--- src/rtl/mem_access_pkg.sv ---
// Shared definitions for the core-side AXI4-Lite load/store master:
// RV32 width codes, AXI response codes, FSM states and request legality check.
package mem_access_pkg;

  localparam logic [2:0] F3_B  = 3'b000;
  localparam logic [2:0] F3_H  = 3'b001;
  localparam logic [2:0] F3_W  = 3'b010;
  localparam logic [2:0] F3_BU = 3'b100;
  localparam logic [2:0] F3_HU = 3'b101;

  localparam logic [1:0] RESP_OKAY   = 2'b00;
  localparam logic [1:0] RESP_SLVERR = 2'b10;

  typedef enum logic [2:0] {
    IDLE,
    RADDR,
    RDATA,
    WREQ,
    WRESP,
    RESP
  } state_t;

  // 1 when the request must be rejected without touching the bus
  function automatic logic req_bad(input logic [2:0] funct3, input logic [1:0] addr_lo);
    logic bad;
    case (funct3)
      F3_B, F3_BU: bad = 1'b0;
      F3_H, F3_HU: bad = addr_lo[0];
      F3_W:        bad = (addr_lo != 2'b00);
      default:     bad = 1'b1;
    endcase
    return bad;
  endfunction

endpackage

--- src/rtl/mem_access_master_lane.sv ---
// Combinational byte-lane steering shared by load and store paths:
// store data/strobe shifted to the addressed lane, load data extracted and extended.
module mem_lane_align
  import mem_access_pkg::*;
(
  input  logic [2:0]  funct3,
  input  logic [1:0]  addr_lo,
  input  logic [31:0] st_data,
  input  logic [31:0] ld_data,
  output logic [31:0] wdata,
  output logic [3:0]  wstrb,
  output logic [31:0] rdata
);

  logic [4:0]  shamt;
  logic [31:0] lane;

  always_comb begin
    shamt = {addr_lo, 3'b000};
    wdata = st_data << shamt;
    lane  = ld_data >> shamt;
    wstrb = 4'b0000;
    rdata = 32'h0;
    case (funct3)
      F3_B: begin
        wstrb = 4'b0001 << addr_lo;
        rdata = {{24{lane[7]}}, lane[7:0]};
      end
      F3_BU: begin
        wstrb = 4'b0001 << addr_lo;
        rdata = {24'h0, lane[7:0]};
      end
      F3_H: begin
        wstrb = 4'b0011 << addr_lo;
        rdata = {{16{lane[15]}}, lane[15:0]};
      end
      F3_HU: begin
        wstrb = 4'b0011 << addr_lo;
        rdata = {16'h0, lane[15:0]};
      end
      F3_W: begin
        wstrb = 4'b1111;
        rdata = lane;
      end
      default: begin
        wstrb = 4'b0000;
        rdata = 32'h0;
      end
    endcase
  end

endmodule

--- src/rtl/mem_access_master.sv ---
// Core-side AXI4-Lite master: one RV32 load/store becomes one AXI read or write, one outstanding.
// Optional MEM_ACCESS_PERF_EN adds perf_loads/perf_stores completion counters.
module mem_access_master
  import mem_access_pkg::*;
#(
  parameter int ADDR_W = 32,
  parameter int DATA_W = 32
) (
  input  logic              clk,
  input  logic              rstn,
`ifdef MEM_ACCESS_PERF_EN
  output logic [31:0]       perf_loads,
  output logic [31:0]       perf_stores,
`endif
  input  logic              req_valid,
  output logic              req_ready,
  input  logic              req_store,
  input  logic [2:0]        req_funct3,
  input  logic [ADDR_W-1:0] req_addr,
  input  logic [DATA_W-1:0] req_wdata,
  output logic              rsp_valid,
  output logic [DATA_W-1:0] rsp_rdata,
  output logic              rsp_err,
  output logic [ADDR_W-1:0] axi_araddr,
  output logic              axi_arvalid,
  input  logic              axi_arready,
  output logic [2:0]        axi_arprot,
  input  logic [DATA_W-1:0] axi_rdata,
  input  logic [1:0]        axi_rresp,
  input  logic              axi_rvalid,
  output logic              axi_rready,
  output logic [ADDR_W-1:0] axi_awaddr,
  output logic              axi_awvalid,
  input  logic              axi_awready,
  output logic [2:0]        axi_awprot,
  output logic [DATA_W-1:0] axi_wdata,
  output logic [3:0]        axi_wstrb,
  output logic              axi_wvalid,
  input  logic              axi_wready,
  input  logic [1:0]        axi_bresp,
  input  logic              axi_bvalid,
  output logic              axi_bready
);

  state_t            state;
  logic              store_q;
  logic [2:0]        f3_q;
  logic [ADDR_W-1:0] addr_q;
  logic [DATA_W-1:0] wdata_q;

  logic [31:0] al_wdata;
  logic [31:0] al_rdata;
  logic [3:0]  al_wstrb;
  logic        aw_pend;
  logic        w_pend;

  mem_lane_align u_align (
    .funct3  (f3_q),
    .addr_lo (addr_q[1:0]),
    .st_data (wdata_q),
    .ld_data (axi_rdata),
    .wdata   (al_wdata),
    .wstrb   (al_wstrb),
    .rdata   (al_rdata)
  );

  // Each write channel stays valid until its own handshake
  assign aw_pend = axi_awvalid & ~axi_awready;
  assign w_pend  = axi_wvalid  & ~axi_wready;

  assign axi_araddr = {addr_q[ADDR_W-1:2], 2'b00};
  assign axi_awaddr = {addr_q[ADDR_W-1:2], 2'b00};
  assign axi_arprot = 3'b000;
  assign axi_awprot = 3'b000;
  assign axi_wdata  = al_wdata;
  assign axi_wstrb  = axi_wvalid ? al_wstrb : 4'b0000;

  always_ff @(posedge clk or negedge rstn) begin
    if (!rstn) begin
      state       <= IDLE;
      req_ready   <= 1'b1;
      store_q     <= 1'b0;
      f3_q        <= 3'b000;
      addr_q      <= '0;
      wdata_q     <= '0;
      axi_arvalid <= 1'b0;
      axi_rready  <= 1'b0;
      axi_awvalid <= 1'b0;
      axi_wvalid  <= 1'b0;
      axi_bready  <= 1'b0;
      rsp_valid   <= 1'b0;
      rsp_rdata   <= '0;
      rsp_err     <= 1'b0;
    end else begin
      case (state)
        IDLE: begin
          if (req_valid) begin
            req_ready <= 1'b0;
            store_q   <= req_store;
            f3_q      <= req_funct3;
            addr_q    <= req_addr;
            wdata_q   <= req_wdata;
            if (req_bad(req_funct3, req_addr[1:0])) begin
              state <= RESP;
            end else if (req_store) begin
              state       <= WREQ;
              axi_awvalid <= 1'b1;
              axi_wvalid  <= 1'b1;
            end else begin
              state       <= RADDR;
              axi_arvalid <= 1'b1;
              axi_rready  <= 1'b1;
            end
          end
        end
        RADDR: begin
          if (axi_arready) begin
            axi_arvalid <= 1'b0;
            // Slave may return data in the same cycle it takes the address
            if (axi_rvalid) begin
              axi_rready <= 1'b0;
              rsp_valid  <= 1'b1;
              rsp_rdata  <= al_rdata;
              rsp_err    <= (axi_rresp != RESP_OKAY);
              state      <= RESP;
            end else begin
              state <= RDATA;
            end
          end
        end
        RDATA: begin
          if (axi_rvalid) begin
            axi_rready <= 1'b0;
            rsp_valid  <= 1'b1;
            rsp_rdata  <= al_rdata;
            rsp_err    <= (axi_rresp != RESP_OKAY);
            state      <= RESP;
          end
        end
        WREQ: begin
          axi_awvalid <= aw_pend;
          axi_wvalid  <= w_pend;
          if (!aw_pend && !w_pend) begin
            axi_bready <= 1'b1;
            state      <= WRESP;
          end
        end
        WRESP: begin
          if (axi_bvalid) begin
            axi_bready <= 1'b0;
            rsp_valid  <= 1'b1;
            rsp_rdata  <= '0;
            rsp_err    <= (axi_bresp != RESP_OKAY);
            state      <= RESP;
          end
        end
        RESP: begin
          // Rejected requests arrive here with no pulse yet and spend one extra cycle
          if (rsp_valid) begin
            rsp_valid <= 1'b0;
            rsp_rdata <= '0;
            rsp_err   <= 1'b0;
            req_ready <= 1'b1;
            state     <= IDLE;
          end else begin
            rsp_valid <= 1'b1;
            rsp_rdata <= '0;
            rsp_err   <= 1'b1;
          end
        end
        default: state <= IDLE;
      endcase
    end
  end

`ifdef MEM_ACCESS_PERF_EN
  logic load_done;
  logic store_done;

  assign load_done  = ((state == RDATA) && axi_rvalid) ||
                      ((state == RADDR) && axi_arready && axi_rvalid);
  assign store_done = (state == WRESP) && axi_bvalid;

  always_ff @(posedge clk or negedge rstn) begin
    if (!rstn) begin
      perf_loads  <= 32'h0;
      perf_stores <= 32'h0;
    end else begin
      if (load_done)  perf_loads  <= perf_loads + 32'd1;
      if (store_done) perf_stores <= perf_stores + 32'd1;
    end
  end
`endif

endmodule
--- config.mk ---
export PLATFORM = sky130hd
export DESIGN_NAME = mem_access_master
export DESIGN_NICKNAME = d
export VERILOG_FILES = /design/src/rtl/mem_access_pkg.sv /design/src/rtl/mem_access_master_lane.sv /design/src/rtl/mem_access_master.sv
export SDC_FILE = /design/constraint.sdc
export NUM_CORES = 1
export LEC_CHECK = 0
export CORE_AREA = 2 2 105 107
export CTS_CLUSTER_DIAMETER = 120
export DETAILED_ROUTE_END_ITERATION = 10
export DIE_AREA = 0 0 107 109
export DONT_BUFFER_PORTS = 1
export PLACE_DENSITY = 0.77
export SYNTH_ARGS = -nofsm -noshare
export SYNTH_HDL_FRONTEND = slang
export SYNTH_SLANG_ARGS = --single-unit
--- constraint.sdc ---
create_clock -name clk -period 2.5 [get_ports clk]
set_clock_uncertainty 0.2 [all_clocks]
set_input_delay 0.25 -clock clk [delete_from_list [all_inputs] [get_ports clk]]
set_output_delay 0.25 -clock clk [all_outputs]
set_load 0.01 [all_outputs]
After elaboration in Yosys (flattened, before gate mapping)
Index checks and enable logic that the tools add are counted.
{"block": "word_totals", "reg_bits": 110, "inputBits": 112, "output_inout_bits": 146, "wordCells": 118}
{"block": "op_classes", "n_eq_ne": 22, "n_shift": 4, "n_mux": 48, "n_bitwise": 4, "n_reduce_logical": 27}
{"cell": "$pmux W32 S5", "count": 1}
{"cell": "$pmux W32 S4", "count": 1}
{"cell": "$mux W32", "count": 3}
{"cell": "$shl A32 B5 Y32", "count": 1}
{"cell": "$shr A32 B5 Y32", "count": 1}
{"cell": "$mux W3", "count": 8}
{"cell": "$mux W1", "count": 22}
{"cell": "$eq A3 B3 Y1 const B", "count": 6}
{"cell": "$ne A2 B2 Y1 const B", "count": 9}
{"cell": "$pmux W3 S6", "count": 1}
{"cell": "$reduce_bool A2 Y1", "count": 7}
{"cell": "$eq A3 B2 Y1 const B", "count": 4}
{"cell": "$pmux W4 S3", "count": 1}
{"cell": "$pmux W1 S2", "count": 5}
{"cell": "$reduce_and A5 Y1", "count": 2}
{"cell": "$eq A3 B1 Y1 const B", "count": 3}
{"cell": "$logic_not A3 Y1", "count": 3}
{"cell": "$reduce_and A3 Y1", "count": 3}
{"cell": "$pmux W1 S4", "count": 2}
{"cell": "$reduce_or A2 Y1", "count": 4}
{"cell": "$pmux W1 S3", "count": 2}
{"cell": "$reduce_and A6 Y1", "count": 1}
{"cell": "$mux W4", "count": 1}
{"cell": "$reduce_and A4 Y1", "count": 1}
{"cell": "10 further kinds", "count": 13}

Depth between registers and ports, before layout
Gate-level depths: netlist of the first run.
{"block": "logic_depth", "word_depth": 8, "ltp_mapped": 7, "mapped_depth_nobuf": 4}

Hierarchy
A second synthesis of the first run with hierarchy kept.
{"block": "hier_totals", "cells_unflattened": 628, "hier_area_um2": 6557.5}
{"mod": "mem_access_master", "instances": 1, "cells_per_inst": 425, "area_per_inst_um2": 5191.2, "seq_area_each_um2": 2753.9}
{"mod": "mem_lane_align", "instances": 1, "cells_per_inst": 203, "area_per_inst_um2": 1366.3, "seq_area_each_um2": 0.0}

Worst setup path before layout of the first run
Ideal clock, no wire load.
{"block": "synth_path", "kind": "register to register", "start": "reg state[0]", "end": "reg rsp_err", "setup_ns": 0.125, "t_arrival_ns": 1.565, "t_required_ns": 2.175, "slack_ns": 0.610, "stages_incl_launch_ff": 5, "path_buffers": 1, "synth_period_minus_slack_ns": 1.890, "path_cell_list": "dfrtp_1 > buf_2 > and3b_2 > a221oi_2 > mux2_2"}
{"block": "synth_between", "elab_chain_cells": 3, "elab_cells_between_ends": 9, "classes_between": "eq/ne: 6; mux: 1; reduce/logical: 2"}
{"element": "start: declaration", "line_no": "mem_access_master.sv:45", "source": "state_t state;"}
{"element": "start signal: assignment", "line_no": "mem_access_master.sv:80", "source": "state <= IDLE;"}
{"element": "start signal: assignment", "line_no": "mem_access_master.sv:104", "source": "state <= RESP;"}
{"element": "start signal: assignment", "line_no": "mem_access_master.sv:106", "source": "state <= WREQ;"}
{"element": "$eq A3 B3 Y1 (tied with other cells)", "line_no": "mem_access_master.sv:95", "source": "case (state)"}
{"element": "$reduce_bool A4 Y1 (no source line) or $ne A2 B2 Y1 (tied branches)"}
{"element": "$reduce_and A3 Y1 (no source line)"}
{"element": "end signal: assignment", "line_no": "mem_access_master.sv:124", "source": "rsp_err <= (axi_rresp != RESP_OKAY);"}
{"element": "end signal: assignment", "line_no": "mem_access_master.sv:136", "source": "rsp_err <= (axi_rresp != RESP_OKAY);"}
{"element": "end signal: assignment", "line_no": "mem_access_master.sv:153", "source": "rsp_err <= (axi_bresp != RESP_OKAY);"}
{"element": "end: declaration", "line_no": "mem_access_master.sv:23", "source": "output logic rsp_err,"}
Parallel ways exist; a longest one is shown, timed or not.
A chain may end at the register's enable or synchronous reset.

Worst setup path after layout of the first run
{"block": "layout_path", "start": "reg f3_q[0]", "end": "out axi_wstrb[3]"}
{"block": "layout_between", "elab_chain_cells": 4, "elab_cells_between_ends": 9, "classes_between": "eq/ne: 4; mux: 2; reduce/logical: 3"}
{"element": "start: declaration", "line_no": "mem_access_master.sv:47", "source": "logic [2:0] f3_q;"}
{"element": "start signal: assignment", "line_no": "mem_access_master.sv:100", "source": "f3_q <= req_funct3;"}
{"element": "$eq A3 B1 Y1 (tied with other cells)", "line_no": "mem_access_master_lane.sv:24", "source": "case (funct3)"}
{"element": "$reduce_or A2 Y1 (no source line)"}
{"element": "$pmux W4 S3 *", "line_no": "mem_access_master_lane.sv:24"}
{"element": "$mux W4 *", "line_no": "mem_access_master.sv:76", "source": "assign axi_wstrb = axi_wvalid ? al_wstrb : 4'b0000;"}
{"element": "end: declaration", "line_no": "mem_access_master.sv:37", "source": "output logic [3:0] axi_wstrb,"}
Mark *: on every way between the ends. The rest lies on a longest branch, timed or not.

==> results of run 1 <==
[through the flow]
stage               hold WS (ns)  instances   util
finish                    -0.650        696  0.636
detailed placement        -0.244        590  0.534
global route              -0.686        696  0.636
floorplan                 -0.246        542      -
CTS                       -0.670        696  0.636
global placement          -0.243        590  0.534
[synthesized netlist by cell type, types with 2 or more instances]
master,count
a211o_1,9
a211oi_1,8
a21oi_1,18
a221o_1,16
a22o_1,9
a22oi_1,2
a2bb2oi_1,8
and2_1,8
and2b_2,2
buf_2,15
buf_4,73
buf_6,5
clkbuf_1,10
dfrtp_1,109
inv_1,7
mux2_2,75
mux2i_1,33
nand2_1,28
nand2b_1,2
nor2_1,22
nor2b_1,9
nor3_1,10
o21ai_0,23
o22a_1,2
o311ai_0,2
o31ai_1,2
or2_2,2
[per-layer routing]
metal	vias up	wire [µm]
met5	-	0
li1	1856	-
met1	2109	5770
met3	40	1410
met2	259	7680
met4	0	314
[power by group]
| group | switching (mW) | internal [mW] | total (mW) | leakage [nW] |
|---|---|---|---|---|
| Combinational | 2.02 | 1.79 | 3.81 | 1.50 |
| Clock | 0.653 | 0.385 | 1.04 | 0.0874 |
| Sequential | 1.21 | 2.64 | 3.85 | 1.36 |
[path summary, 6_finish.rpt]
path,slack (ns),start,depth (start not counted),endpoint
min reg2reg,0.31,wdata_q[28],1,wdata_q[28]
min in group clk,0.01,axi_bresp[0],3,rsp_err
min,-0.65,rstn,0,addr_q[23]
max,0.17,f3_q[0],2,axi_wstrb[3]
max reg2reg,0.17,state[0],4,rsp_rdata[29]
max in group asynchronous,2.52,rstn,0,req_ready
[critical path, stage by stage (launching register included)]
cell and delay, ns:
dfrtp_1 0.52, or3b_1 0.60, a21oi_1 0.40
[registers in the layout, indices dropped and copies added, names as in the netlist, 3 cells and up]
register and flops:
state 3, rsp_rdata 32, addr_q 32, f3_q 3
wdata_q 32
[what timing repair did]
item | in CTS | in global routing
gates resized for setup | 0 | 0
setup endpoints to repair | 0 | 0
endpoints found under the hold margin | 203 | 110
[final cells by class]
class	instances	area (µm²)
Clock buffer	9	124
Clock inverter	7	65.1
Fill cell	813	3850
Inverter	7	26.3
Multi-Input combinational cell	320	2580
Sequential cell	110	2760
Tap cell	140	175
Timing Repair Buffer	103	1020
[cell families (layout without fill, tap and decap cells)]
logic type	count (synthesis)	after routing
buffers and inverters	112	126
and+or+nand+nor	91	91
DFF	110	110
muxes	109	109
AOI/OAI and AO/OA	110	110
other	1	10
==> impl_metrics.ini, run 1 <==
[finish]
most_common_cell_after_layout_fill_and_taps_aside = dfrtp_1
num-nets-final = 663
layout-drive-gt1-share = 0.221
most_used_cells_in_the_layout_excluding_fill_and_tap_cells = 107 x dfrtp_1, 90 x dlygate4sd3_1, 75 x mux2_2
finish.instance_area_um2 = 6750
antenna_cells = 0
layout-area-overhead-vs-synth_pct = 11.8

[sta]
timing_hold_violations_final = 110
worst_slew_margin_rel = 0.416
slew_violations = 0
post_route_setup_slack_ns = 0.171
timing.final.crit_period_ns = 2.33
period_share = 0.932
grt_setup_unrepaired = no
fmax_mhz = 429
setup_tns_ns = 0
worst_slew_pin_slew_ns = 0.876
number_of_endpoints_failing_setup_at_the_final_stage = 0
hold-worst-slack_ns = -0.650

[floorplanning]
ios = 258
initial_core_util = 0.569
rows = 38
die_width_um = 107
dieArea_um2 = 11700
core_um2 = 10600
chipHeight_um = 109

[flow_run]
maxcap_viol_count = 0

[logic_synthesis]
synth_area_leader_cell = dfrtp_1
synth_simple_gate_area_share = 0.0807
avgSynthCellArea_um2 = 11.3
synth_top_flop_cell = dfrtp_1
post-synth-top-area-fraction = 0.452
synth.top_cells.by_area = dfrtp_1 45%, mux2_2 14%, buf_4 9.1%, mux2i_1 5.5%, a221o_1 2.7%
synthesis.instances = 533
syn-cell-area_um2 = 6030
yosys_register_bits = 110
synth.yosys.seq_area_share = 0.456
ys_types = 51
async_reset_ff_frac = 1.00
synth-warning-count = 0
synth.area.mux_share = 0.197
number_of_enable_type_register_cells_in_the_synthesized_netlist = 0
combinational_family_with_the_most_area_after_synthesis = multiplexers
yosys.area_share.adder = 0
post_synth_xor_area_fraction = 0
complex_gate_fraction_of_the_synthesized_area = 0.141

[clocking]
total_clock_buffers_created_by_cts = 9
cts-htree-levels = 3
cts_buffer_depth = 2
clk_transition_reported_paths_ns = 0.12
tritoncts = done
postCtsSetupBuffers = 0
clk_root_buffer_cell = clkbuf_8
clock-sinks = 110
clock_latency_ns = 0.37
post_cts_hold_buffer_count = 90

[place]
place_hpwl_mm = 9.87
weighted_congestion_at_the_end_of_routability_driven_global_placement = 0.845
detailed_place.area_um2 = 5660
pre_cts_ws_ns = 0.256
numPortBuffers = 0

[grt]
grt_max_degree = 111
gr-total-overflow = 0
gr_peak_layer = met2
grt_pass1_vias = 4360
grt.total_usage = 0.259
initial_antenna_violation_count = 0
first_pass_grt_wire_length_mm = 23.2
global_route.usage.met3 = 0.0765
groute.layer.met1.usage = 0.315
grt.met2_usage = 0.442

[route]
drt_first_iter_violations = 305
avgRoutedWirePerCell_um = 21.8
antenna_left = 0
detail_route.wirelength_mm = 15.2
route.vias.total = 4264
route.detailed.drc = 0
viasPerCell = 6.13
drt_pass1_iterations = 7

[setup_path]
timing.critical_path.to_type = output port
timing.critical_path.fanout_max = 9
critPathLaunchType = register
worst_ep_required_time_ns = 2.05
arrival_time_worst_endpoint_ns = 1.88
worstSetupPathType = register to output port

[power]
vdd_ir_drop_max_mv = 0.671
total_power_mw = 8.70
power.density_nw_per_um2 = 1290
leakage_power_nw = 2.94

[worst_hold_path]
class_of_the_tightest_hold_or_removal_check = input port to async pin

[run_status]
result_of_the_run = complete, but fails checks
violations = negative hold slack
No activity file was read; power rests on OpenSTA's default activity.
==> inputs of run 2 (changes only) <==
Settings changed: CORE_AREA 2 2 105 107 to 3 3 106 108, DIE_AREA 0 0 107 109 to 0 0 109 111.
==> impl_metrics.ini, run 2 (synthesis results as in run 1) <==
[floorplanning]
core_um2 = 10300
die_width_um = 109
ios = 258
chipHeight_um = 111
dieArea_um2 = 12100
rows = 37
initial_core_util = 0.584

[grt]
grt_pass1_vias = 4429
grt_max_degree = 111
gr-total-overflow = 0
first_pass_grt_wire_length_mm = 24.3
grt.total_usage = 0.259
initial_antenna_violation_count = 1

[power]
net-switching-power_mw = 3.97
combinationalPowerShare = 0.436
p_sw_frac = 0.452
p_int_mw = 4.81
share_clk_of_total_power = 0.120
power_frac_seq = 0.444
total_power_mw = 8.78
vdd_ir_drop_max_mv = 0.726
leakage_power_nw = 2.95
power.density_nw_per_um2 = 1300

[sta]
number_of_endpoints_failing_setup_at_the_final_stage = 0
worst_slew_pin_slew_ns = 1.01
period_share = 0.962
fmax_mhz = 416
grt_setup_unrepaired = no
worst_slew_margin_rel = 0.325
timing_hold_violations_final = 110
hold-worst-slack_ns = -0.649
setup_tns_ns = 0
slew_violations = 0
timing.final.crit_period_ns = 2.41

[setup_path]
list_of_cells_traversed_by_the_critical_path = and3b_2, o21ai_4, a2111oi_4, a221o_1
worst_ep_required_time_ns = 2.61
crit_slowest_cell = a2111oi_4
timing.critical_path.fanout_max = 16
worst_path_largest_cell_delay_ns = 0.87
critPathLaunchType = register
timing.critical_path.to_type = register
arrival_time_worst_endpoint_ns = 2.52
worstSetupPathType = register to register

[finish]
num-nets-final = 664
largestRegisters = addr_q (32), rsp_rdata (32), wdata_q (32)
postLayoutCoreUtil = 0.652
most_common_cell_after_layout_fill_and_taps_aside = dfrtp_1
most_used_cells_in_the_layout_excluding_fill_and_tap_cells = 107 x dfrtp_1, 91 x dlygate4sd3_1, 75 x mux2_2
fillCellCount = 753
layout-area-overhead-vs-synth_pct = 11.6
layout-drive-gt1-share = 0.221
stdcell_count = 694

[clocking]
clock_latency_ns = 0.37
cts-htree-levels = 3
post_cts_resized = 0
clock-sinks = 110
clk_transition_reported_paths_ns = 0.12
total_clock_buffers_created_by_cts = 9
cts_buffer_depth = 2
tritoncts = done
clk_root_buffer_cell = clkbuf_8
postCtsSetupBuffers = 0
post_cts_hold_buffer_count = 91

[route]
detail_route.wirelength_mm = 16.0
viasPerCell = 6.20
antenna_left = 0
route.vias.total = 4303
drt_first_iter_violations = 325
drt_pass1_iterations = 5
route.detailed.drc = 0
avgRoutedWirePerCell_um = 23.0

[flow_run]
maxcap_viol_count = 0

[run_status]
violations = negative hold slack
result_of_the_run = complete, but fails checks

[place]
place_hpwl_mm = 10.5
weighted_congestion_at_the_end_of_routability_driven_global_placement = 0.856
numPortBuffers = 0
post_place_cells = 586

[worst_hold_path]
class_of_the_tightest_hold_or_removal_check = input port to async pin
==> run 2: changes by cell type in the layout (fill, tap and decap cells not counted), sizes merged <==
| cell | delta |
|---|---|
| dlygate4sd3 | +1 |
| diode | +1 |
| inv | +3 |
| clkinvlp | -3 |
==> run 2: cell type report <==
| class | count | area [µm²] | area share |
|---|---|---|---|
| diodes | 1 | 2.50 | 0.000372 |
| clock buffers | 9 | 124 | 0.0184 |
| clock inverters | 7 | 60.1 | 0.00892 |
| inverters | 7 | 26.3 | 0.00390 |
| multi-input cells | 320 | 2570 | 0.382 |
| flip-flops and latches | 110 | 2760 | 0.409 |
| well taps | 136 | 170 | 0.0253 |
| repair buffers | 104 | 1020 | 0.152 |
==> run 2: worst paths after layout <==
path | from | to | slack [ns] | cells past startpoint
worst max-delay path | state[1] | rsp_rdata[18] | 0.09 | 4
worst min register to register | wdata_q[25] | wdata_q[25] | 0.31 | 1
worst min-delay path | rstn | rsp_valid | -0.65 | 0
max in group asynchronous | rstn | req_ready | 2.57 | 0
min in group clk | axi_rdata[23] | rsp_rdata[23] | 0.03 | 2
worst max register to register | state[1] | rsp_rdata[18] | 0.09 | 4
==> run 2: critical path, delay by kind of cell (launching register included) <==
family	cells	cell delay (ns)
AOI/OAI and AO/OA	3	1.20
DFF	1	0.54
and+or+nand+nor	1	0.39
==> run 2: routing by layer <==
layer / vias up / wire, µm / GRT usage
li1: 1875 / - / -
met1: 2127 / 6030 / 0.310
met2: 263 / 8090 / 0.442
met3: 38 / 1490 / 0.0757
met4: 0 / 351 / 0.0833
met5: - / 0 / 0
==> run 2: power by group through the flow <==
| stage | Clock [mW] | Combinational [mW] | Sequential (mW) |
|---|---|---|---|
| 4_1_cts | 1.07 | 3.78 | 3.88 |
| 2_1_floorplan | 0 | 4.14 | 3.25 |
| 3_5_place_dp | 0 | 3.63 | 3.92 |
| 5_1_grt | 1.14 | 4.15 | 4.04 |
| 3_3_place_gp | 0 | 3.50 | 3.86 |
| 6_report | 1.05 | 3.83 | 3.90 |
==> run 2: metrics by stage <==
step | cell area [µm²] | setup slack [ns]
2_1_floorplan | 6070 | 0.610
3_3_place_gp | 5640 | 0.364
3_5_place_dp | 5640 | 0.248
4_1_cts | 6730 | 0.194
5_1_grt | 6730 | 0.00967
6_report | 6730 | 0.0948
==> inputs of run 3 (changes only) <==
Settings changed: CAP_MARGIN set to 15.
==> results of run 3 <==
Final layout, timing and power as in run 2 (identical DEF).
